## config.mk

```make
export PLATFORM = sky130hd
export DESIGN_NAME = alu_arbiter_flat
export DESIGN_NICKNAME = d
export VERILOG_FILES = /design/src/rtl/alu_pkg.sv /design/src/rtl/alu_arbiter_if.sv /design/src/rtl/alu_arbiter_alu.sv /design/src/rtl/alu_arbiter.sv /design/src/flat_wrapper.sv
export SDC_FILE = /design/constraint.sdc
export NUM_CORES = 1
export LEC_CHECK = 0
export BUFFER_PORTS_ARGS = -buffer_cell sky130_fd_sc_hd__buf_2
export CAP_MARGIN = 25
export CORE_ASPECT_RATIO = 0.6
export CORE_MARGIN = 1.5
export CORE_UTILIZATION = 63
export DETAILED_ROUTE_END_ITERATION = 8
export GPL_ROUTABILITY_DRIVEN = 0
export GPL_TIMING_DRIVEN = 1
export HOLD_SLACK_MARGIN = 0.1
export PLACE_DENSITY = 0.89
export SLEW_MARGIN = 30
export SYNTH_ARGS = -nofsm -noshare
export SYNTH_HDL_FRONTEND = slang
export SYNTH_HIERARCHICAL = 1
export SYNTH_SLANG_ARGS = --single-unit
```

## constraint.sdc

```tcl
create_clock -name clk -period 11.55 [get_ports clk]
set_clock_uncertainty 0.15 [all_clocks]
set_input_delay 2.31 -clock clk [delete_from_list [all_inputs] [get_ports clk]]
set_output_delay 2.31 -clock clk [all_outputs]
set_load 0.01 [all_outputs]
```

## src/rtl/alu_pkg.sv

```systemverilog
// Shared types and ALUControl encodings for the
// two-port ALU arbiter slice.
package alu_pkg;

   localparam logic [2:0] ALU_AND = 3'b000;
   localparam logic [2:0] ALU_OR  = 3'b001;
   localparam logic [2:0] ALU_XOR = 3'b010;
   localparam logic [2:0] ALU_ADD = 3'b011;
   localparam logic [2:0] ALU_SLR = 3'b100;
   localparam logic [2:0] ALU_SLL = 3'b101;
   localparam logic [2:0] ALU_SAR = 3'b110;
   localparam logic [2:0] ALU_SC  = 3'b111;

   typedef enum logic {
      EMPTY,
      FULL
   } alu_buf_state_t;

   typedef logic req_id_t;

endpackage

```

## src/rtl/alu_arbiter_if.sv

```systemverilog
// Request/response bundle between the two issue
// ports, the shared ALU arbiter and writeback.
interface alu_arbiter_if #(
   parameter int N     = 32,
   parameter int CNT_W = 16
);
   logic             req0_valid;
   logic             req0_ready;
   logic [N-1:0]     req0_a;
   logic [N-1:0]     req0_b;
   logic [2:0]       req0_ctrl;
   logic             req1_valid;
   logic             req1_ready;
   logic [N-1:0]     req1_a;
   logic [N-1:0]     req1_b;
   logic [2:0]       req1_ctrl;
   logic             rsp_valid;
   logic             rsp_ready;
   logic [N-1:0]     rsp_result;
   logic             rsp_id;
   logic [CNT_W-1:0] op_count;

   modport master (
      output req0_valid, req0_a, req0_b, req0_ctrl,
      output req1_valid, req1_a, req1_b, req1_ctrl,
      output rsp_ready,
      input  req0_ready, req1_ready,
      input  rsp_valid, rsp_result, rsp_id, op_count
   );

   modport slave (
      input  req0_valid, req0_a, req0_b, req0_ctrl,
      input  req1_valid, req1_a, req1_b, req1_ctrl,
      input  rsp_ready,
      output req0_ready, req1_ready,
      output rsp_valid, rsp_result, rsp_id, op_count
   );
endinterface

```

## src/rtl/alu_arbiter_alu.sv

```systemverilog
// Purely combinational N-bit ALU; carries out of
// the top bit are dropped, shifts use b's low bits.
module logicALU
   import alu_pkg::*;
#(
   parameter int N = 32
) (
   input  logic [N-1:0] a,
   input  logic [N-1:0] b,
   input  logic [2:0]   ctrl,
   output logic [N-1:0] result
);
   localparam int SW = $clog2(N);

   logic [SW-1:0] sh;
   logic          lt;

   assign sh = b[SW-1:0];
   assign lt = $signed(a) < $signed(b);

   always_comb begin
      result = '0;
      unique case (ctrl)
         ALU_AND: result = a & b;
         ALU_OR:  result = a | b;
         ALU_XOR: result = a ^ b;
         ALU_ADD: result = a + b;
         ALU_SLR: result = a >> sh;
         ALU_SLL: result = a << sh;
         ALU_SAR: result = $signed(a) >>> sh;
         ALU_SC:  result = {{(N-1){1'b0}}, lt};
         default: result = '0;
      endcase
   end
endmodule

```

## src/rtl/alu_arbiter.sv

```systemverilog
// Round-robin share of one ALU between two issue
// ports, with a one-entry registered result buffer.
module alu_arbiter
   import alu_pkg::*;
#(
   parameter int N     = 32,
   parameter int CNT_W = 16
) (
   input logic         clk,
   input logic         reset,
   alu_arbiter_if.slave bus
);
   alu_buf_state_t   state_q, state_d;
   logic [N-1:0]     res_q;
   req_id_t          id_q;
   req_id_t          last_q;
   logic [CNT_W-1:0] cnt_q;

   logic         grant0, grant1;
   logic         can_accept, accept, drain;
   req_id_t      gid;
   logic [N-1:0] alu_a, alu_b, alu_y;
   logic [2:0]   alu_ctrl;

   always_comb begin
      grant0 = bus.req0_valid & (~bus.req1_valid | last_q);
      grant1 = bus.req1_valid & (~bus.req0_valid | ~last_q);
      gid    = grant1;
   end

   always_comb begin
      can_accept = (state_q == EMPTY) | bus.rsp_ready;
      accept     = (grant0 | grant1) & can_accept;
      drain      = (state_q == FULL) & bus.rsp_ready;
      state_d    = state_q;
      unique case (state_q)
         EMPTY: if (accept) state_d = FULL;
         FULL:  if (accept) state_d = FULL;
                else if (bus.rsp_ready) state_d = EMPTY;
         default: state_d = EMPTY;
      endcase
   end

   // Ready is masked by reset so it drops without waiting for an edge.
   assign bus.req0_ready = grant0 & can_accept & ~reset;
   assign bus.req1_ready = grant1 & can_accept & ~reset;

   assign alu_a    = grant1 ? bus.req1_a    : bus.req0_a;
   assign alu_b    = grant1 ? bus.req1_b    : bus.req0_b;
   assign alu_ctrl = grant1 ? bus.req1_ctrl : bus.req0_ctrl;

   logicALU #(.N(N)) u_alu (
      .a      (alu_a),
      .b      (alu_b),
      .ctrl   (alu_ctrl),
      .result (alu_y)
   );

   always_ff @(posedge clk or posedge reset) begin
      if (reset) state_q <= EMPTY;
      else       state_q <= state_d;
   end

   always_ff @(posedge clk or posedge reset) begin
      if (reset) begin
         res_q  <= '0;
         id_q   <= 1'b0;
         last_q <= 1'b1;
         cnt_q  <= '0;
      end else begin
         if (accept) begin
            res_q  <= alu_y;
            id_q   <= gid;
            last_q <= gid;
         end
         if (drain) cnt_q <= cnt_q + CNT_W'(1);
      end
   end

   assign bus.rsp_valid  = (state_q == FULL);
   assign bus.rsp_result = res_q;
   assign bus.rsp_id     = id_q;
   assign bus.op_count   = cnt_q;
endmodule
```

## src/flat_wrapper.sv

```systemverilog
// flat-port wrapper written by rule: the top's interface ports become plain ports
module alu_arbiter_flat import alu_pkg::*;
#(
   parameter int N     = 32,
   parameter int CNT_W = 16
)
  (clk, reset, bus_req0_valid, bus_req0_a, bus_req0_b, bus_req0_ctrl, bus_req1_valid, bus_req1_a, bus_req1_b, bus_req1_ctrl, bus_rsp_ready, bus_req0_ready, bus_req1_ready, bus_rsp_valid, bus_rsp_result, bus_rsp_id, bus_op_count);
  alu_arbiter_if #(.N(N), .CNT_W(CNT_W)) bus_i ();
  input logic clk;
  input logic reset;
  input wire logic [$bits(bus_i.req0_valid)-1:0] bus_req0_valid;
  input wire logic [$bits(bus_i.req0_a)-1:0] bus_req0_a;
  input wire logic [$bits(bus_i.req0_b)-1:0] bus_req0_b;
  input wire logic [$bits(bus_i.req0_ctrl)-1:0] bus_req0_ctrl;
  input wire logic [$bits(bus_i.req1_valid)-1:0] bus_req1_valid;
  input wire logic [$bits(bus_i.req1_a)-1:0] bus_req1_a;
  input wire logic [$bits(bus_i.req1_b)-1:0] bus_req1_b;
  input wire logic [$bits(bus_i.req1_ctrl)-1:0] bus_req1_ctrl;
  input wire logic [$bits(bus_i.rsp_ready)-1:0] bus_rsp_ready;
  output wire logic [$bits(bus_i.req0_ready)-1:0] bus_req0_ready;
  output wire logic [$bits(bus_i.req1_ready)-1:0] bus_req1_ready;
  output wire logic [$bits(bus_i.rsp_valid)-1:0] bus_rsp_valid;
  output wire logic [$bits(bus_i.rsp_result)-1:0] bus_rsp_result;
  output wire logic [$bits(bus_i.rsp_id)-1:0] bus_rsp_id;
  output wire logic [$bits(bus_i.op_count)-1:0] bus_op_count;
  assign bus_i.req0_valid = bus_req0_valid;
  assign bus_i.req0_a = bus_req0_a;
  assign bus_i.req0_b = bus_req0_b;
  assign bus_i.req0_ctrl = bus_req0_ctrl;
  assign bus_i.req1_valid = bus_req1_valid;
  assign bus_i.req1_a = bus_req1_a;
  assign bus_i.req1_b = bus_req1_b;
  assign bus_i.req1_ctrl = bus_req1_ctrl;
  assign bus_i.rsp_ready = bus_rsp_ready;
  assign bus_req0_ready = bus_i.req0_ready;
  assign bus_req1_ready = bus_i.req1_ready;
  assign bus_rsp_valid = bus_i.rsp_valid;
  assign bus_rsp_result = bus_i.rsp_result;
  assign bus_rsp_id = bus_i.rsp_id;
  assign bus_op_count = bus_i.op_count;
  alu_arbiter #(.N(N), .CNT_W(CNT_W)) u_core (.clk(clk), .reset(reset), .bus(bus_i));
endmodule
```

# Yosys cells after proc, flatten, opt, wreduce, memory -nomap -nowiden
# Index checks and enable logic that the tools add are counted.
dict set report totals {
  ff_bits 51
  out_inout_bits 52
}
dict set report op_classes {
  add_sub_neg 2
  n_lt_le_gt_ge 1
  eq_ne 7
  shifts 3
  muxes 8
  bitwise_logic 20
  n_reduce_logical 1
}
# cell count
set ops {}
lappend ops {{$pmux W32 S8} 1}
lappend ops {{$mux W32} 2}
lappend ops {{$add A32 B32 Y32} 1}
lappend ops {{$and A32 B32 Y32} 1}
lappend ops {{$lt A32 B32 Y1} 1}
lappend ops {{$or A32 B32 Y32} 1}
lappend ops {{$shl A32 B5 Y32} 1}
lappend ops {{$shr A32 B5 Y32} 1}
lappend ops {{$sshr A32 B5 Y32} 1}
lappend ops {{$xor A32 B32 Y32} 1}
lappend ops {{$add A16 B1 Y16 const B} 1}
lappend ops {{$eq A3 B3 Y1 const B} 4}
lappend ops {{$and A1 B1 Y1} 8}
lappend ops {{$eq A3 B2 Y1 const B} 2}
lappend ops {{$not A1 Y1} 5}
lappend ops {{$or A1 B1 Y1} 4}
lappend ops {{$eq A3 B1 Y1 const B} 1}
lappend ops {{$logic_not A3 Y1} 1}
lappend ops {{$mux W1} 3}
lappend ops {{$mux W3} 1}
lappend ops {{$pmux W1 S2} 1}

# Depth between registers and ports, before layout
dict set report depth {
  word_depth 7
  ltp_mapped 18
  mapped_depth_nobuf 15
}

# Cells and area by module
# The synthesis kept the hierarchy.
# mod instances cells_each area_per_inst_um2 seq_area_each_um2
set by_module_without_submodules {}
lappend by_module_without_submodules {logicALU 1 1119 7664.9 0.0}
lappend by_module_without_submodules {alu_arbiter 1 218 2976.6 1277.5}

# Least setup slack after synthesis
# Ideal clock, no wire load.
dict set report synth_path {
  path_kind {in2reg}
  start {in bus_req1_valid}
  end {reg u_core.res_q[14] (netlist: u_core/bus.rsp_result[14])}
  setup_ps 125
  t_arrival_ps 6193
  slack_ps 5082
  stages 18
  n_path_buf 4
  path_cell_list {a21boi_4 buf_4 mux2_2 buf_2 inv_1 buf_2 clkbuf_1 ha_1 nor2b_2 o2111ai_1 a31oi_1 a41o_2 a211o_1 a21oi_1 xnor2_1 nor2_1 o32a_1 mux2_2}
}
dict set report synth_between {
  elab_cells_between_ends 25
  cone_classes {add/sub: 1; eq/ne: 7; shift: 3; mux: 4; bitwise: 9; reduce/logical: 1}
}
# item line_no
set synth_lines {}
lappend synth_lines {{from (decl)} flat_wrapper.sv:15} ;# input wire logic [$bits(bus_i.req1_valid)-1:0] bus_req1_valid;
lappend synth_lines {{$and A1 B1 Y1 (*)} alu_arbiter.sv:27} ;# grant1 = bus.req1_valid & (~bus.req0_valid | ~last_q);
lappend synth_lines {{$mux W32 (*)} alu_arbiter.sv:49} ;# assign alu_b = grant1 ? bus.req1_b : bus.req0_b;
lappend synth_lines {{via u_core.alu_b[2]} alu_arbiter.sv:22} ;# logic [N-1:0] alu_a, alu_b, alu_y;
lappend synth_lines {{$add A32 B32 Y32, or another cell as far along} alu_arbiter_alu.sv:27} ;# ALU_ADD: result = a + b;
lappend synth_lines {{$pmux W32 S8 (*)} alu_arbiter_alu.sv:23} ;# unique case (ctrl)
lappend synth_lines {{via u_core.alu_y[14]} alu_arbiter.sv:22}
lappend synth_lines {{to (signal assigned)} alu_arbiter.sv:72} ;# res_q <= alu_y;
lappend synth_lines {{to (decl)} alu_arbiter.sv:14} ;# logic [N-1:0] res_q;
# Mark *: on every way through the listed nets, which the timed path passes. The rest lies on a longest branch.
# A chain may end at the register's enable or synchronous reset.

# Worst setup path in the final report
dict set report layout_path {
  start {in bus_req1_valid}
  end {reg u_core.res_q[26] (netlist: u_core/bus.rsp_result[26])}
}
# Same word-level chain as after synthesis.

==> flow_metrics.py <==
metrics = {
    "global_routing": {
        "grt_max_degree": 68,
        "antenna_found_initial": 2,
        "grt_overflow": 0,
        "grt_util_all_layers_pct": 40.80,
        "grt_pass1_wl_mm": 57.51,
        "grt_pass1_vias": 10850,
    },
    "sta": {
        "tightest_slew_ns": 0.9144,
        "period_share_pct": 61.91,
        "hold_viol": 0,
        "fmax_mhz": 139.9,
        "setup_tns_ns": 0,
        "slew_violations": 0,
        "finalSetupViolCount": 0,
        "hold_ws_ns": 0.3276,
        "slew_headroom_pct": 38.57,
        "rsz0062_at_grt": "no",
        "fin_ws_ns": 4.400,
        "period_minus_slack_ns": 7.150,
    },
    "route": {
        "drtAntennaViolNets": 0,
        "via_count": 11750,
        "via_per_inst": 7.005,
        "drtIter0Drc": 2116,
        "routed_wirelength_mm": 36.69,
        "dr.pass1.iters": 9,
        "drc": 4,
        "wl_per_cell_um": 21.88,
    },
    "critical_path": {
        "cp_max_fo": 59,
        "crit_top_cell": "buf_4",
        "critical_path_depth": 18,
        "r2r_cells": 17,
        "slowest_stage": "buf_4",
        "crit_chain": "buf_2 > a21boi_4 > buf_4 > mux2_2 > buf_4 > inv_2 > buf_4 > fa_1 > nor2b_2 > o2111ai_1 > a31oi_1 > a41o_2 > a221o_1 > nand2_1 > a211oi_1 > mux2i_1 > nand3_1 > mux2_2",
        "required_ns": 11.59,
        "startpoint_type": "primary input",
        "timing_worst_setup_path_type": "primary input to flop",
        "r2r_slack_ns": 6.19,
        "crit_family": "compound AO/OA/AOI/OAI gates",
        "crit_arrival_ns": 7.19,
        "path_buf_inv": 5,
        "max_stage_delay_ns": 0.54,
        "end_kind": "flop",
    },
    "logic_synthesis": {
        "synth.yosys.seq_area_share_pct": 12.00,
        "syn_avg_cell_area_um2": 7.959,
        "synthCells": 1337,
        "yosys-top-cells-area": "dfrtp_1, ha_1, mux2_2",
        "synth_edf_count": 0,
        "synth_area_um2": 10640,
        "synth_nets": 1575,
        "synth-seq-cells": 51,
        "synth.distinct_cells": 79,
        "ys_warn_count": 6,
        "synth_top_area_share_pct": 11.76,
        "synthArstFlopShare_pct": 100.0,
        "synth_top_area_cell": "dfrtp_1",
        "ys.flop_type": "dfrtp_1",
    },
    "floorplanning": {
        "die-area_um2": 17710,
        "io-pin-count": 191,
        "chipWidth_um": 170.8,
        "core_area_um2": 16400,
        "rows": 36,
        "start_util_pct": 64.90,
        "die_h_um": 103.7,
    },
    "placed_design": {
        "dp.cells": 1669,
        "dp.final_hpwl_mm": 27.40,
        "pre_cts_ws_ns": 4.273,
        "placedInstanceArea_um2": 11420,
        "port_buffers": 190,
    },
    "cts": {
        "cts_setup_buffers": 0,
        "cts_made_buffers": 5,
        "cts_hold_buf": 0,
        "cts_buffer_depth": 2,
        "cts_tree": "done",
        "clk-insertion-delay-late_ns": 0.30,
        "cts_resized": 0,
        "cts_sinks": 51,
        "cts.htree.levels": 2,
        "cts_root_buffer": "clkbuf_16",
        "path_clk_slew_ns": 0.07,
    },
    "layout": {
        "fin_area_um2": 11570,
        "final_cells": 1677,
        "fin_nets": 1686,
        "areaGrowthSynthToFinish_pct": 8.772,
        "diodes": 0,
        "nFillCells": 1319,
        "drive_above_1_share_pct": 26.36,
        "final_util_pct": 70.60,
    },
    "job": {
        "drv_cap": 0,
    },
    "pwr": {
        "peakVddDrop_mv": 0.09469,
        "power.density_nw_per_um2": 123.0,
        "power_leakage_nw": 5.465,
        "finalPower_mw": 1.424,
    },
    "status": {
        "violations": "design-rule violations",
        "status": "finished, violations left",
    },
    "min_path": {
        "whs_path_depth": 1,
        "min_path_type": "flop to flop",
    },
}
-- cell usage after synthesis (all sizes together) (3+ instances only) --
cell and n:
nor2 132, a21oi 115, mux2 115, nand2 106
o21ai 102, ha 98, inv 97, mux2i 57
buf 53, dfrtp 50, clkbuf 46, mux4 37
a211oi 31, o211ai 25, xnor2 21, nand3 20
nor3 20, and3 14, a22oi 13, o22a 13
o22ai 13, a31oi 12, a21o 11, nand2b 11
o21bai 10, o21a 9, a221oi 8, nor2b 8
nand4 7, nor4 7, a311oi 6, o221ai 6
xor2 6, and2 5, o211a 5, a2bb2oi 4
nand3b 4, nor3b 4, or3 4, a211o 3
o31ai 3, o32a 3
-- final cells by class --
class,count,area [um^2],share of cell area [%]
clock buffer,5,125.1,1.081
clock inverter,3,28.78,0.2486
inverter,97,364.1,3.146
multi-input combinational,1090,8446,72.96
sequential,51,1277,11.04
tap,228,285.3,2.465
timing repair buffer,203,1049,9.058
-- worst paths after layout --
| path | to | start |
|---|---|---|
| worst max-delay path | u_core/bus.rsp_result[26]$_DFFE_PP0P_ | bus_req1_valid |
| worst min-delay path | u_core/bus.op_count[15]$_DFFE_PP0P_ | u_core/bus.op_count[15]$_DFFE_PP0P_ |
| worst max register to register | u_core/bus.rsp_result[26]$_DFFE_PP0P_ | u_core/last_q$_DFFE_PP1P_ |
| worst min register to register | u_core/bus.op_count[15]$_DFFE_PP0P_ | u_core/bus.op_count[15]$_DFFE_PP0P_ |
| max in group asynchronous | u_core/bus.rsp_result[27]$_DFFE_PP0P_ | reset |
| min in group asynchronous | u_core/bus.rsp_id$_DFFE_PP0P_ | reset |
-- layout by cell type (no fill, tap or decap), types with 12 or more instances in the layout --
cell type | Yosys | layout
mux4_2 | 37 | 37
nor2_1 | 131 | 130
ha_1 | 98 | 98
mux2i_1 | 57 | 57
buf_4 | 6 | 13
nand3_1 | 19 | 19
o22a_1 | 13 | 13
dfrtp_1 | 50 | 50
and3_1 | 14 | 14
buf_2 | 17 | 190
a21oi_1 | 115 | 115
a31oi_1 | 12 | 12
inv_1 | 94 | 93
nand2_1 | 106 | 106
a22oi_1 | 13 | 13
o22ai_1 | 12 | 12
a211oi_1 | 30 | 30
xnor2_1 | 21 | 21
mux2_4 | 19 | 20
o211ai_1 | 24 | 24
mux2_2 | 95 | 94
o21ai_0 | 95 | 95
nor3_1 | 20 | 20
-- registers in the layout (all words and copies together), names as in the netlist --
name / count
u_core/bus.op_count: 16
u_core/bus.rsp_id: 1
u_core/bus.rsp_result: 32
u_core/bus.rsp_valid: 1
u_core/last_q: 1
-- logic make-up after synthesis --
family	Yosys count	share of synthesized area (%)
xor+xnor	27	2.222
buf+inv	196	8.689
mux	209	26.03
flops	51	12.00
compound gates	408	24.69
fa+ha+maj	99	11.71
simple gates	347	14.65
-- layer usage --
layer | wire, um | up-vias | global-route usage, % | share of wire [%]
li1 | - | 5104 | - | -
met1 | 14200 | 5333 | 55.62 | 39
met2 | 14580 | 1097 | 58.05 | 40
met3 | 6299 | 211 | 16.74 | 17
met4 | 1537 | 2 | 13.02 | 4.2
met5 | 71 | - | 0 | 0.19
-- report_power, final --
group,internal (mW),switching (mW),total (mW)
sequential,0.233,0.0421,0.275
combinational,0.392,0.598,0.990
clock,0.0829,0.0760,0.159
Note: power is estimated with default switching activity, not from simulation.
